**src/rtl/common_pkg.sv**
```systemverilog
// Shared types and sizing for the systolic-array feeder blocks.
package common_pkg;

  localparam int DATA_W         = 16;
  localparam int SYS_ARRAY_SIZE = 4;
  localparam int ROW_CNT_W      = 8;

  typedef logic signed [DATA_W-1:0] data_t;

  typedef enum logic [1:0] {
    ST_IDLE  = 2'd0,
    ST_FEED  = 2'd1,
    ST_FLUSH = 2'd2
  } feed_state_t;

endpackage

```
**src/rtl/skew_delay_line.sv**
```systemverilog
// Reset-clearable {valid,data} shift register; one instance per array lane.
module skew_delay_line
  import common_pkg::*;
#(
  parameter int DEPTH = 1
) (
  input  logic  i_clk,
  input  logic  i_rst,
  input  logic  i_vld,
  input  data_t i_data,
  output logic  o_vld,
  output data_t o_data
);

  logic [DEPTH-1:0] r_vld_p;
  data_t            r_data_p [DEPTH];

  always_ff @(posedge i_clk) begin
    if (i_rst) begin
      r_vld_p <= '0;
      for (int k = 0; k < DEPTH; k++) r_data_p[k] <= '0;
    end else begin
      r_vld_p[0]  <= i_vld;
      r_data_p[0] <= i_data;
      for (int k = 1; k < DEPTH; k++) begin
        r_vld_p[k]  <= r_vld_p[k-1];
        r_data_p[k] <= r_data_p[k-1];
      end
    end
  end

  assign o_vld  = r_vld_p[DEPTH-1];
  assign o_data = r_data_p[DEPTH-1];

endmodule

```
**src/rtl/skew_feeder.sv**
```systemverilog
// Accepts full matrix rows and skews them diagonally onto the systolic-array
// edge: lane i sees a row i+1 cycles after it is accepted.
module skew_feeder
  import common_pkg::*;
#(
  parameter int SIZE = SYS_ARRAY_SIZE
) (
  input  logic                 CLK,
  input  logic                 RESET,
  input  logic                 START_I,
  input  logic [ROW_CNT_W-1:0] ROWS_I,
  input  logic                 ROW_VALID_I,
  output logic                 ROW_READY_O,
  input  data_t [SIZE-1:0]     ROW_DATA_I,
  output data_t [SIZE-1:0]     ARRAY_DATA_O,
  output logic  [SIZE-1:0]     ARRAY_VALID_O,
  output logic                 BUSY_O,
  output logic                 DONE_O
);

  localparam int                  FLUSH_W    = $clog2(SIZE + 1);
  localparam logic [FLUSH_W-1:0]  FLUSH_LAST = FLUSH_W'(SIZE - 1);

  feed_state_t          r_state;
  feed_state_t          w_state_nxt;
  logic [ROW_CNT_W-1:0] r_rows_rem;
  logic [FLUSH_W-1:0]   r_flush_cnt;
  logic                 r_done;
  logic                 w_accept;
  logic                 w_start_job;
  logic                 w_start_empty;
  logic                 w_flush_end;
  data_t [SIZE-1:0]     w_lane_data;

  assign w_accept      = ROW_VALID_I && (r_state == ST_FEED);
  assign w_start_job   = (r_state == ST_IDLE) && START_I && (ROWS_I != '0);
  assign w_start_empty = (r_state == ST_IDLE) && START_I && (ROWS_I == '0);
  assign w_flush_end   = (r_state == ST_FLUSH) && (r_flush_cnt == FLUSH_LAST);

  always_comb begin
    w_state_nxt = r_state;
    case (r_state)
      ST_IDLE:  if (w_start_job) w_state_nxt = ST_FEED;
      ST_FEED:  if (w_accept && (r_rows_rem == ROW_CNT_W'(1))) w_state_nxt = ST_FLUSH;
      ST_FLUSH: if (w_flush_end) w_state_nxt = ST_IDLE;
      default:  w_state_nxt = ST_IDLE;
    endcase
  end

  always_ff @(posedge CLK) begin
    if (RESET) begin
      r_state     <= ST_IDLE;
      r_rows_rem  <= '0;
      r_flush_cnt <= '0;
      r_done      <= 1'b0;
    end else begin
      r_state <= w_state_nxt;
      r_done  <= w_start_empty || w_flush_end;
      if (w_start_job)   r_rows_rem <= ROWS_I;
      else if (w_accept) r_rows_rem <= r_rows_rem - ROW_CNT_W'(1);
      // Flush counter only runs in FLUSH and rests at zero otherwise.
      if ((r_state == ST_FLUSH) && !w_flush_end) r_flush_cnt <= r_flush_cnt + FLUSH_W'(1);
      else                                       r_flush_cnt <= '0;
    end
  end

  assign ROW_READY_O = (r_state == ST_FEED);
  assign BUSY_O      = (r_state == ST_FEED) || (r_state == ST_FLUSH);
  assign DONE_O      = r_done;

  // Non-accepted cycles enter the lanes as zero-data bubbles.
  genvar gi;
  generate
    for (gi = 0; gi < SIZE; gi++) begin : g_lane
      assign w_lane_data[gi] = w_accept ? ROW_DATA_I[gi] : data_t'(0);

      skew_delay_line #(
        .DEPTH (gi + 1)
      ) u_dly (
        .i_clk  (CLK),
        .i_rst  (RESET),
        .i_vld  (w_accept),
        .i_data (w_lane_data[gi]),
        .o_vld  (ARRAY_VALID_O[gi]),
        .o_data (ARRAY_DATA_O[gi])
      );
    end
  endgenerate

endmodule

```
**config.mk**
```make
export PLATFORM = sky130hd
export DESIGN_NAME = skew_feeder
export DESIGN_NICKNAME = d
export VERILOG_FILES = /design/src/rtl/common_pkg.sv /design/src/rtl/skew_delay_line.sv /design/src/rtl/skew_feeder.sv
export SDC_FILE = /design/constraint.sdc
export NUM_CORES = 1
export LEC_CHECK = 0
export BUFFER_PORTS_ARGS = -buffer_cell sky130_fd_sc_hd__buf_4
export CORE_UTILIZATION = 46
export CTS_CLUSTER_SIZE = 24
export DETAILED_ROUTE_END_ITERATION = 16
export HOLD_SLACK_MARGIN = 0.08
export PLACE_DENSITY = 0.74
export SLEW_MARGIN = 20
export SYNTH_ARGS = -nofsm -noshare
export SYNTH_HDL_FRONTEND = slang
export SYNTH_SLANG_ARGS = --single-unit
```
**constraint.sdc**
```tcl
create_clock -name CLK -period 1.65 [get_ports CLK]
set_input_delay 0 -clock CLK [delete_from_list [all_inputs] [get_ports CLK]]
set_output_delay 0 -clock CLK [all_outputs]
set_load 0.03 [all_outputs]
```
-- After elaboration in Yosys (flattened, before gate mapping)
Memories as Yosys holds them, arrays and structs flattened.
Index checks and enable logic that the tools add are counted.
- $add $sub $neg: 2
- eq/ne operators: 7
- multiplexer cells: 24
- bitwise operators: 10
- reduce and logical (&&, ||, !) cells: 17
- operator list (cell ; count):
    $mux W16 ; 14
    $mux W8 ; 2
    $reduce_or A16 Y1 ; 1
    $or A1 B1 Y1 ; 9
    $eq A8 B1 Y1 const B ; 1
    $logic_not A8 Y1 ; 1
    $reduce_bool A8 Y1 ; 1
    $sub A8 B1 Y8 const B ; 1
    $logic_and A1 B1 Y1 ; 7
    $mux W2 ; 3
    $pmux W2 S3 ; 1
    $mux W1 ; 4
    $ne A2 B2 Y1 const B ; 2
    $add A3 B1 Y3 const B ; 1
    $eq A3 B2 Y1 const B ; 1
    $reduce_and A3 Y1 ; 1
    $eq A2 B1 Y1 const B ; 1
    $eq A2 B2 Y1 const B ; 1
    $logic_not A2 Y1 ; 1
    $logic_or A1 B1 Y1 ; 2
    $ne A2 B1 Y1 const B ; 1
    $reduce_bool A2 Y1 ; 1
    $reduce_or A2 Y1 ; 1
    $logic_not A1 Y1 ; 1
    $not A1 Y1 ; 1
- register bits: 24
- bits in writable memories: 160
- input port bits: 76
- output and inout port bits: 71
- logic and storage cells: 72
- memories kept: 4
- memories (memory ; words ; width ; rd ports ; clocked after memory_dff ; write ports ; RTL line ; source):
    g_lane[3].u_dly.r_data_p ; 4 ; 16 ; 4 ; 0 ; 4 ; skew_delay_line.sv:16 ; data_t r_data_p [DEPTH];
    g_lane[2].u_dly.r_data_p ; 3 ; 16 ; 3 ; 0 ; 3 ; skew_delay_line.sv:16 ;
    g_lane[1].u_dly.r_data_p ; 2 ; 16 ; 2 ; 0 ; 2 ; skew_delay_line.sv:16 ;
    g_lane[0].u_dly.r_data_p ; 1 ; 16 ; 1 ; 0 ; 1 ; skew_delay_line.sv:16 ;

-- Logic depth before layout (Yosys ltp)
Gate-level depths: netlist (run 1).
- depth after elaboration: 6
- gate-level depth with buffers: 7
- mapped depth without buffers: 6

-- Cells and area by module
A second synthesis (run 1) with hierarchy kept.
- cells, all modules: 553
- area total of the unflattened synthesis: 6073.3 sq um
- modules (own cells, without submodules) (module ; times used ; cells an instance ; area each (sq um) ; seq. area each (sq um)):
    skew_delay_line (g_lane[3].u_dly) ; 1 ; 143 ; 1836.8 ; 1361.3
    skew_delay_line (g_lane[2].u_dly) ; 1 ; 123 ; 1485.2 ; 1021.0
    skew_feeder ; 1 ; 165 ; 1218.7 ; 280.3
    skew_delay_line (g_lane[1].u_dly) ; 1 ; 87 ; 1057.3 ; 680.7
    skew_delay_line (g_lane[0].u_dly) ; 1 ; 35 ; 475.5 ; 340.3

-- Least setup slack after synthesis (run 1)
Ideal clock, no wire load.
- kind: reg-to-reg
- from: reg r_rows_rem[3]
- to: reg r_state[0]
- library setup time: 70 ps
- data arrival time: 1707 ps
- required time: 1580 ps
- slack: -127 ps
- stages on the path, launching flop included: 5
- buffers on the path: 0
- clock period less this slack: 1777 ps
- cell sequence: dfxtp_1 -> or4_1 -> o41a_1 -> or3_1 -> a21oi_1
- longest elaborated chain between the ends: 4
- RTL lines (what ; RTL line ; source):
    from (decl) ; skew_feeder.sv:26 ; logic [ROW_CNT_W-1:0] r_rows_rem;
    from (signal assigned) ; skew_feeder.sv:60 ; else if (w_accept) r_rows_rem <= r_rows_rem - ROW_CNT_W'(1);
    $eq A8 B1 Y1 ; skew_feeder.sv:44 ; ST_FEED: if (w_accept && (r_rows_rem == ROW_CNT_W'(1))) w_state_nxt = ST_FLUSH;
    $logic_and A1 B1 Y1 ; skew_feeder.sv:44 ;
    $ne A2 B1 Y1 (no line) ; n/a ;
    $reduce_and A3 Y1 (no line) ; n/a ;
    to (signal assigned) ; skew_feeder.sv:57 ; r_state <= w_state_nxt;
    to (decl) ; skew_feeder.sv:24 ; feed_state_t r_state;
Every way passes these cells.
A chain may end at the register's enable or synchronous reset.

-- Worst setup path after layout (run 1)
Same ends and word-level chain as after synthesis.

==> run metrics, run 1 <==
outcome=finished with violations; failing checks=DRC, setup timing; Post-DRT Antenna Nets=0; area leader, netlist=dfxtp_1; DR WL/cell=between 10 and 15 um; Root Buffer=clkbuf_16; Cell Pwr Density=approximately 1200 nW/um2; area of the multi-input gates=~1500 um2; synth unique cells=30; chip width=~110 um; fin nets=between 700 and 800; crit path max fanout=3; Fmax achieved=0.540 GHz; sequential area share after synthesis=0.642; vias per cell=4.29; final worst slack=-0.202 ns; CP startpoint=r_rows_rem[3]; Worst EP arrival=2.20 ns; CTS clk-pin slew, worst paths=0.06 ns; layout cell share with drive strength beyond 1=0.297; Tightest Pin Transition=0.428 ns; worst hold path class=in2reg; Iteration-0 DRC Markers=roughly 220; max-cap violation count=0; clk buf depth=2; syn_nets=between 500 and 600; CTS tree=yes; Hold Crit Start=ROW_VALID_I; final wirelength=between 10000 and 15000 um; Port Buffers=146; share of the synthesized area in the top cell type=0.642; DIE AREA=approximately 13000 um2; Yosys reg bits=approximately 180; Clk Latency, worst-skew pair=approximately 0.42 ns; vias=3501; CP required=roughly 2.0 ns; Starting Density=0.478; H-Tree Depth=4; Synth area leaders=dfxtp_1 64%, nor2b_1 11%, and2_1 7.2%; largest net degree at the start of global routing=39; syn_area_per_cell=roughly 11 um2; RR Startpoint=r_rows_rem[3]; DP Wirelength=around 6200 um; global-route wire length before repair=17500 um; Sequential Area=3560 um2; Lkg Pwr=between 3 and 4 nW; height of the die=between 100 and 150 um; gpl congestion=0.833; # fillers=approximately 830; endpoints failing setup=2; EDFF count, synth=0; async set-or-reset flop fraction in the synthesized netlist=0; Final Power=roughly 0.0097 W; Tcrit/Tclk final=1.12; Fin. Hold Viols=0; TritonRoute pass-1 iters=10; n_diodes=0; initial antenna violation count=0; core area=approximately 12000 um2; worst hold margin=roughly 0.15 ns; Max-slew headroom=0.713; yosys warns=0; Mapped Cells=about 480; DRC=7; GRT Overall Usage=0.183; Worst setup SP type=register; Clock Sink Count=about 180; RSZ-0062 raised after global routing=yes; Mapped Area=approximately 5600 um2; Crit Path Category=reg2reg; row cnt=39; crit path time final=around 1.9 ns; Max Clock Skew=0.00781 ns; max-slew violation count=0; grt ovf=0; total CTS buffers=17; area delta synth->final=41.1%; vias in the first global route=~3600; worst slack, placed=-0.103 ns; CP Capture Type=register; Max IR drop VDD=around 0.88 mV; Top FF cell, synth=dfxtp_1; I/O pins=approximately 150
## stage by stage
| stage | util | TNS, ns | area, um2 | std cells |
|---|---|---|---|---|
| floorplan | - | -0.123 | 5560 | 483 |
| global placement | 0.556 | -0.153 | 6460 | 710 |
| detailed placement | 0.556 | -0.199 | 6460 | 710 |
| CTS | 0.673 | -0.150 | 7820 | 817 |
| global route | 0.674 | -0.368 | 7830 | 817 |
| finish | 0.674 | -0.298 | 7830 | 817 |
## critical path, stage by stage (launching register included)
cell and delay (ns):
dfxtp_2 0.32, or4_4 0.53, o41a_1 0.39, or3_4 0.40, a21oi_2 0.14
## layout by cell type (no fill, tap or decap), types with 4 or more instances in the layout
master and instances:
nor2b_1 99, clkbuf_16 17, ha_1 6, and2_1 64, inv_6 4, xnor2_1 4, dfxtp_1 177, a211oi_1 6
inv_1 6, buf_4 155, nor2_1 16, dlygate4sd3_1 74
## cell families after synthesis
kind of cell / after synthesis / share of synthesized area
and+or+nand+nor: 197 / 0.215
muxes: 2 / 0.00361
AOI/OAI and AO/OA: 14 / 0.0223
adders and majority gates: 7 / 0.0158
xor gates and xnor gates: 7 / 0.0110
buffers and inverters: 78 / 0.0906
DFF: 178 / 0.642
## worst paths after layout
kind / endpoint / slack, ns / depth (start not counted)
worst max-delay path: r_state[0] / -0.20 / 4
worst min-delay path: r_rows_rem[2] / 0.15 / 5
worst max register to register: r_state[0] / -0.20 / 4
worst min register to register: r_flush_cnt[0] / 0.42 / 1
## cell type report
type / instances / area share
Multi-Input combinational cell: 227 / 0.194
Clock buffer: 17 / 0.0543
Inverter: 6 / 0.00288
Clock inverter: 15 / 0.0225
Sequential cell: 178 / 0.455
Timing Repair Buffer: 231 / 0.248
Tap cell: 143 / 0.0228
## flip-flops by register name, summed over array words and instances, names as in the netlist
| register | count |
|---|---|
| DONE_O | 1 |
| g_lane.u_dly.r_data_p | 160 |
| g_lane.u_dly.r_vld_p | 4 |
| r_flush_cnt | 3 |
| r_rows_rem | 8 |
| r_state | 2 |
## layer usage
metal | share of wire | vias to the layer above | global-route usage
met5 | 0 | - | 0
met4 | 0.022 | 0 | 0.104
met3 | 0.053 | 17 | 0.0463
met2 | 0.53 | 103 | 0.335
met1 | 0.40 | 1580 | 0.189
li1 | - | 1801 | -
## synthesized netlist by cell type (2+ instances only)
cell,instances
inv_1,6
nand2b_1,3
nor2_1,17
nor2b_1,99
nand3_1,2
clkbuf_1,17
ha_1,7
dfxtp_1,178
xnor2_1,4
a211oi_1,7
or4_2,2
buf_4,53
mux2i_1,2
a32oi_1,3
and2_1,64
xor2_1,3
nand2_1,3
## power by group
| part | internal, W | leakage (nW) | total (W) | switching (W) |
|---|---|---|---|---|
| sequential | 0.00446 | 1.44 | 0.00453 | 0.0000689 |
| combinational | 0.000582 | 1.71 | 0.00111 | 0.000527 |
| clock | 0.00228 | 0.291 | 0.00402 | 0.00173 |
| total | 0.00732 | 3.44 | 0.00965 | 0.00233 |
## timing repair
item / 4_1_cts / 5_1_grt
gates resized for setup: 3 / 3
hold buffers: 74 / 0
pin swaps: 1 / 1
setup buffers: 1 / 0
hold endpoints to repair: 80 / 0
endpoints found under the setup margin: 2 / 3
Note: power is estimated with default switching activity, not from simulation.
==> run 2: changes to the inputs <==
- BUFFER_PORTS_ARGS: -buffer_cell sky130_fd_sc_hd__buf_4 -> default
- CORE_UTILIZATION: 46 -> 55
- DONT_BUFFER_PORTS: default -> 1
- PLACE_DENSITY: 0.74 -> 0.73
==> run 2 against run 1 <==
  * The flow now stops in clock tree synthesis
  * Synthesized cell count unchanged
  * Area after synthesis unchanged
==> run metrics, run 2 <==
synth unique cells=30; syn_nets=between 500 and 600; Starting Density=0.568; Post-synth top cells=178 x dfxtp_1, 99 x nor2b_1, 64 x and2_1, 53 x buf_4; area leader, netlist=dfxtp_1; Synth area leaders=dfxtp_1 64%, nor2b_1 11%, and2_1 7.2%; worst slack, placed=-0.112 ns; EDFF count, synth=0; async set-or-reset flop fraction in the synthesized netlist=0; syn_area_per_cell=11.5 um2; Mapped Area=approximately 5600 um2; Clock Sink Count=~180; Mapped Cells=483; DP Wirelength=5220 um; height of the die=between 100 and 150 um; hold buffer count at CTS=approximately 120; gpl congestion=0.802; Log Error=[ERROR RSZ-0060] Max buffer count reached.; clk buf depth=2; share of the synthesized area in the top cell type=0.642; cts repair resizes=1; yosys warns=0; Top FF cell, synth=dfxtp_1; I/O pins=approximately 150; row cnt=36; outcome=aborted with a tool error; total CTS buffers=17; Fail Step=clock tree synthesis; Yosys reg bits=between 150 and 200; Cells after DPL=552; most frequent cell after synthesis=dfxtp_1; chip width=102 um; Port Buffers=0; H-Tree Depth=4; Post-CTS Setup Repair Bufs=0; Root Buffer=clkbuf_8; sequential area share after synthesis=0.642
[run 2: cell counts after synthesis]
Identical to the previous run, type by type.
[run 2: kinds of logic after synthesis]
kind of cell,Yosys count,synth area share
multiplexers,2,0.00361
AND/OR/NAND/NOR,197,0.215
adder cells (fa/ha/maj),7,0.0158
buffers and inverters,78,0.0906
XOR/XNOR,7,0.0110
flip-flops,178,0.642
AO/OA/AOI/OAI,14,0.0223
[run 2: through the flow]
| stage | hold WS (ns) | TNS (ns) | area, um2 | util |
|---|---|---|---|---|
| after floorplan | 0.122 | -0.123 | 5560 | - |
| after global placement | 0.0773 | -0.137 | 5320 | 0.544 |
| after detailed placement | 0.0796 | -0.213 | 5320 | 0.544 |
==> run 3: changes to the inputs <==
- CORE_UTILIZATION: 55 -> 40
- CTS_CLUSTER_SIZE: 24 -> default
- HOLD_SLACK_MARGIN: 0.08 -> default
- PLACE_DENSITY: 0.73 -> default
- PLACE_DENSITY_LB_ADDON: default -> 0.15
- clock period: 1.65 -> 2.1 ns (I/O delays scaled with it)
==> run 3 against run 2 <==
  * The flow now finishes without violations
==> run metrics, run 3 (synthesis results as in run 1) <==
outcome=finished, final reports clean; Fmax achieved=around 0.5 GHz; DIE AREA=14400 um2; Cells after DPL=about 600; vias=between 2000 and 3000; Port Buffers=0; Iteration-0 DRC Markers=~150; DR WL/cell=approximately 13 um; crit path max fanout=16; Tightest Pin Transition=roughly 0.44 ns; global-route wire length before repair=approximately 14000 um; GRT Overall Usage=0.133; CP required=around 2.4 ns; row cnt=between 40 and 50; height of the die=roughly 120 um; Finished Layout Cells=702; n_diodes=0; I/O pins=around 150; vias in the first global route=just under 3000; DRC=0; Fin. Hold Viols=0; setup TNS=0 ns; fin nets=~600; CP Capture Type=register; Starting Density=0.414; initial antenna violation count=0; Largest regs=g_lane.u_dly.r_data_p (160), r_rows_rem (8), g_lane.u_dly.r_vld_p (4); DP Wirelength=5210 um; most frequent cells in the layout=178 x dfxtp_1, 99 x nor2b_1, 80 x dlygate4sd3_1; Max Clock Skew=about 0.010 ns; Max IR drop VDD=around 0.53 mV; total CTS buffers=17; endpoints failing setup=0; max-slew violation count=0; Root Buffer=clkbuf_16; final wirelength=~9000 um; Worst EP arrival=roughly 2.3 ns; layout cell share with drive strength beyond 1=0.0684; max reg flops=between 150 and 200; Crit Path Category=reg2reg; CTS clk-pin slew, worst paths=about 0.060 ns; largest register by flop count=g_lane.u_dly.r_data_p; grt ovf=0; Post-CTS Setup Repair Bufs=0; commonest non-fill, non-tap cell in the layout=dfxtp_1; clk buf depth=2; H-Tree Depth=4; Clock Sink Count=approximately 180; Worst setup SP type=register; worst hold path class=in2reg; Clk Latency, worst-skew pair=roughly 0.42 ns; CTS tree=yes; area delta synth->final=21.0%; max-cap violation count=0; RSZ-0062 raised after global routing=no; Cell Pwr Density=between 1000 and 1500 nW/um2; core area=between 10000 and 15000 um2; crit path time final=~2.0 ns; gpl congestion=roughly 0.79; vias per cell=4.19; Post-DRT Antenna Nets=0; chip width=roughly 120 um; Tcrit/Tclk final=0.934; largest net degree at the start of global routing=113; Max-slew headroom=0.708; Lkg Pwr=~2.7 nW; TritonRoute pass-1 iters=4
==> run 3: routing by layer <==
layer	up-vias	GRT usage	part of all wire
met5	-	0	0
met4	0	0.0781	0.019
met3	17	0.0518	0.055
met2	93	0.209	0.48
met1	1327	0.153	0.45
li1	1507	-	-
==> run 3: final timing paths <==
path / slack, ns / start / endpoint / cells after the start
worst max-delay path: 0.14 / r_state[0] / r_rows_rem[2] / 6
worst min-delay path: 0.05 / ROWS_I[3] / DONE_O / 4
worst max register to register: 0.14 / r_state[0] / r_rows_rem[2] / 6
worst min register to register: 0.42 / r_flush_cnt[0] / r_flush_cnt[0] / 1
==> run 3: final cells by class <==
cell class | instances | area [um2]
clock buffers | 20 | 437
clock inverters | 11 | 129
fillers | 1217 | 6680
inverters | 6 | 22.5
multi-input cells | 227 | 1490
flip-flops and latches | 178 | 3560
well taps | 176 | 220
repair buffers | 84 | 851
==> run 3: critical path, cell delays in order (launching register included) <==
cell	delay [ns]
dfxtp_1	0.33
inv_1	0.08
ha_1	0.32
o211ai_4	0.23
a32oi_1	0.23
dlygate4sd3_1	0.60
nor2_1	0.04
==> run 3: through the flow <==
stage	hold WS, ns	instance area [um2]	util	worst slack [ns]	power (W)
6_report	0.0471	6720	0.501	0.139	0.00721
5_1_grt	0.0687	6720	0.501	0.0182	0.00754
4_1_cts	0.00965	6720	0.501	0.162	0.00731
3_5_place_dp	0.0796	5320	0.397	0.224	0.00409
3_3_place_gp	0.0781	5320	0.397	0.249	0.00408
2_1_floorplan	0.122	5550	-	0.323	0.00406
==> run 3: timing repair <==
| item | CTS | global route |
|---|---|---|
| endpoints found under the hold margin | 178 | 0 |
| resized for setup | 0 | 0 |
| setup endpoints to repair | 0 | 0 |
| hold buffers | 81 | 0 |
==> run 3: power breakdown <==
group	internal [W]	leakage (nW)	switching, W
logic	0.000292	0.964	0.000272
clock network	0.00176	0.272	0.00126
registers	0.00351	1.44	0.000120
total	0.00556	2.67	0.00165
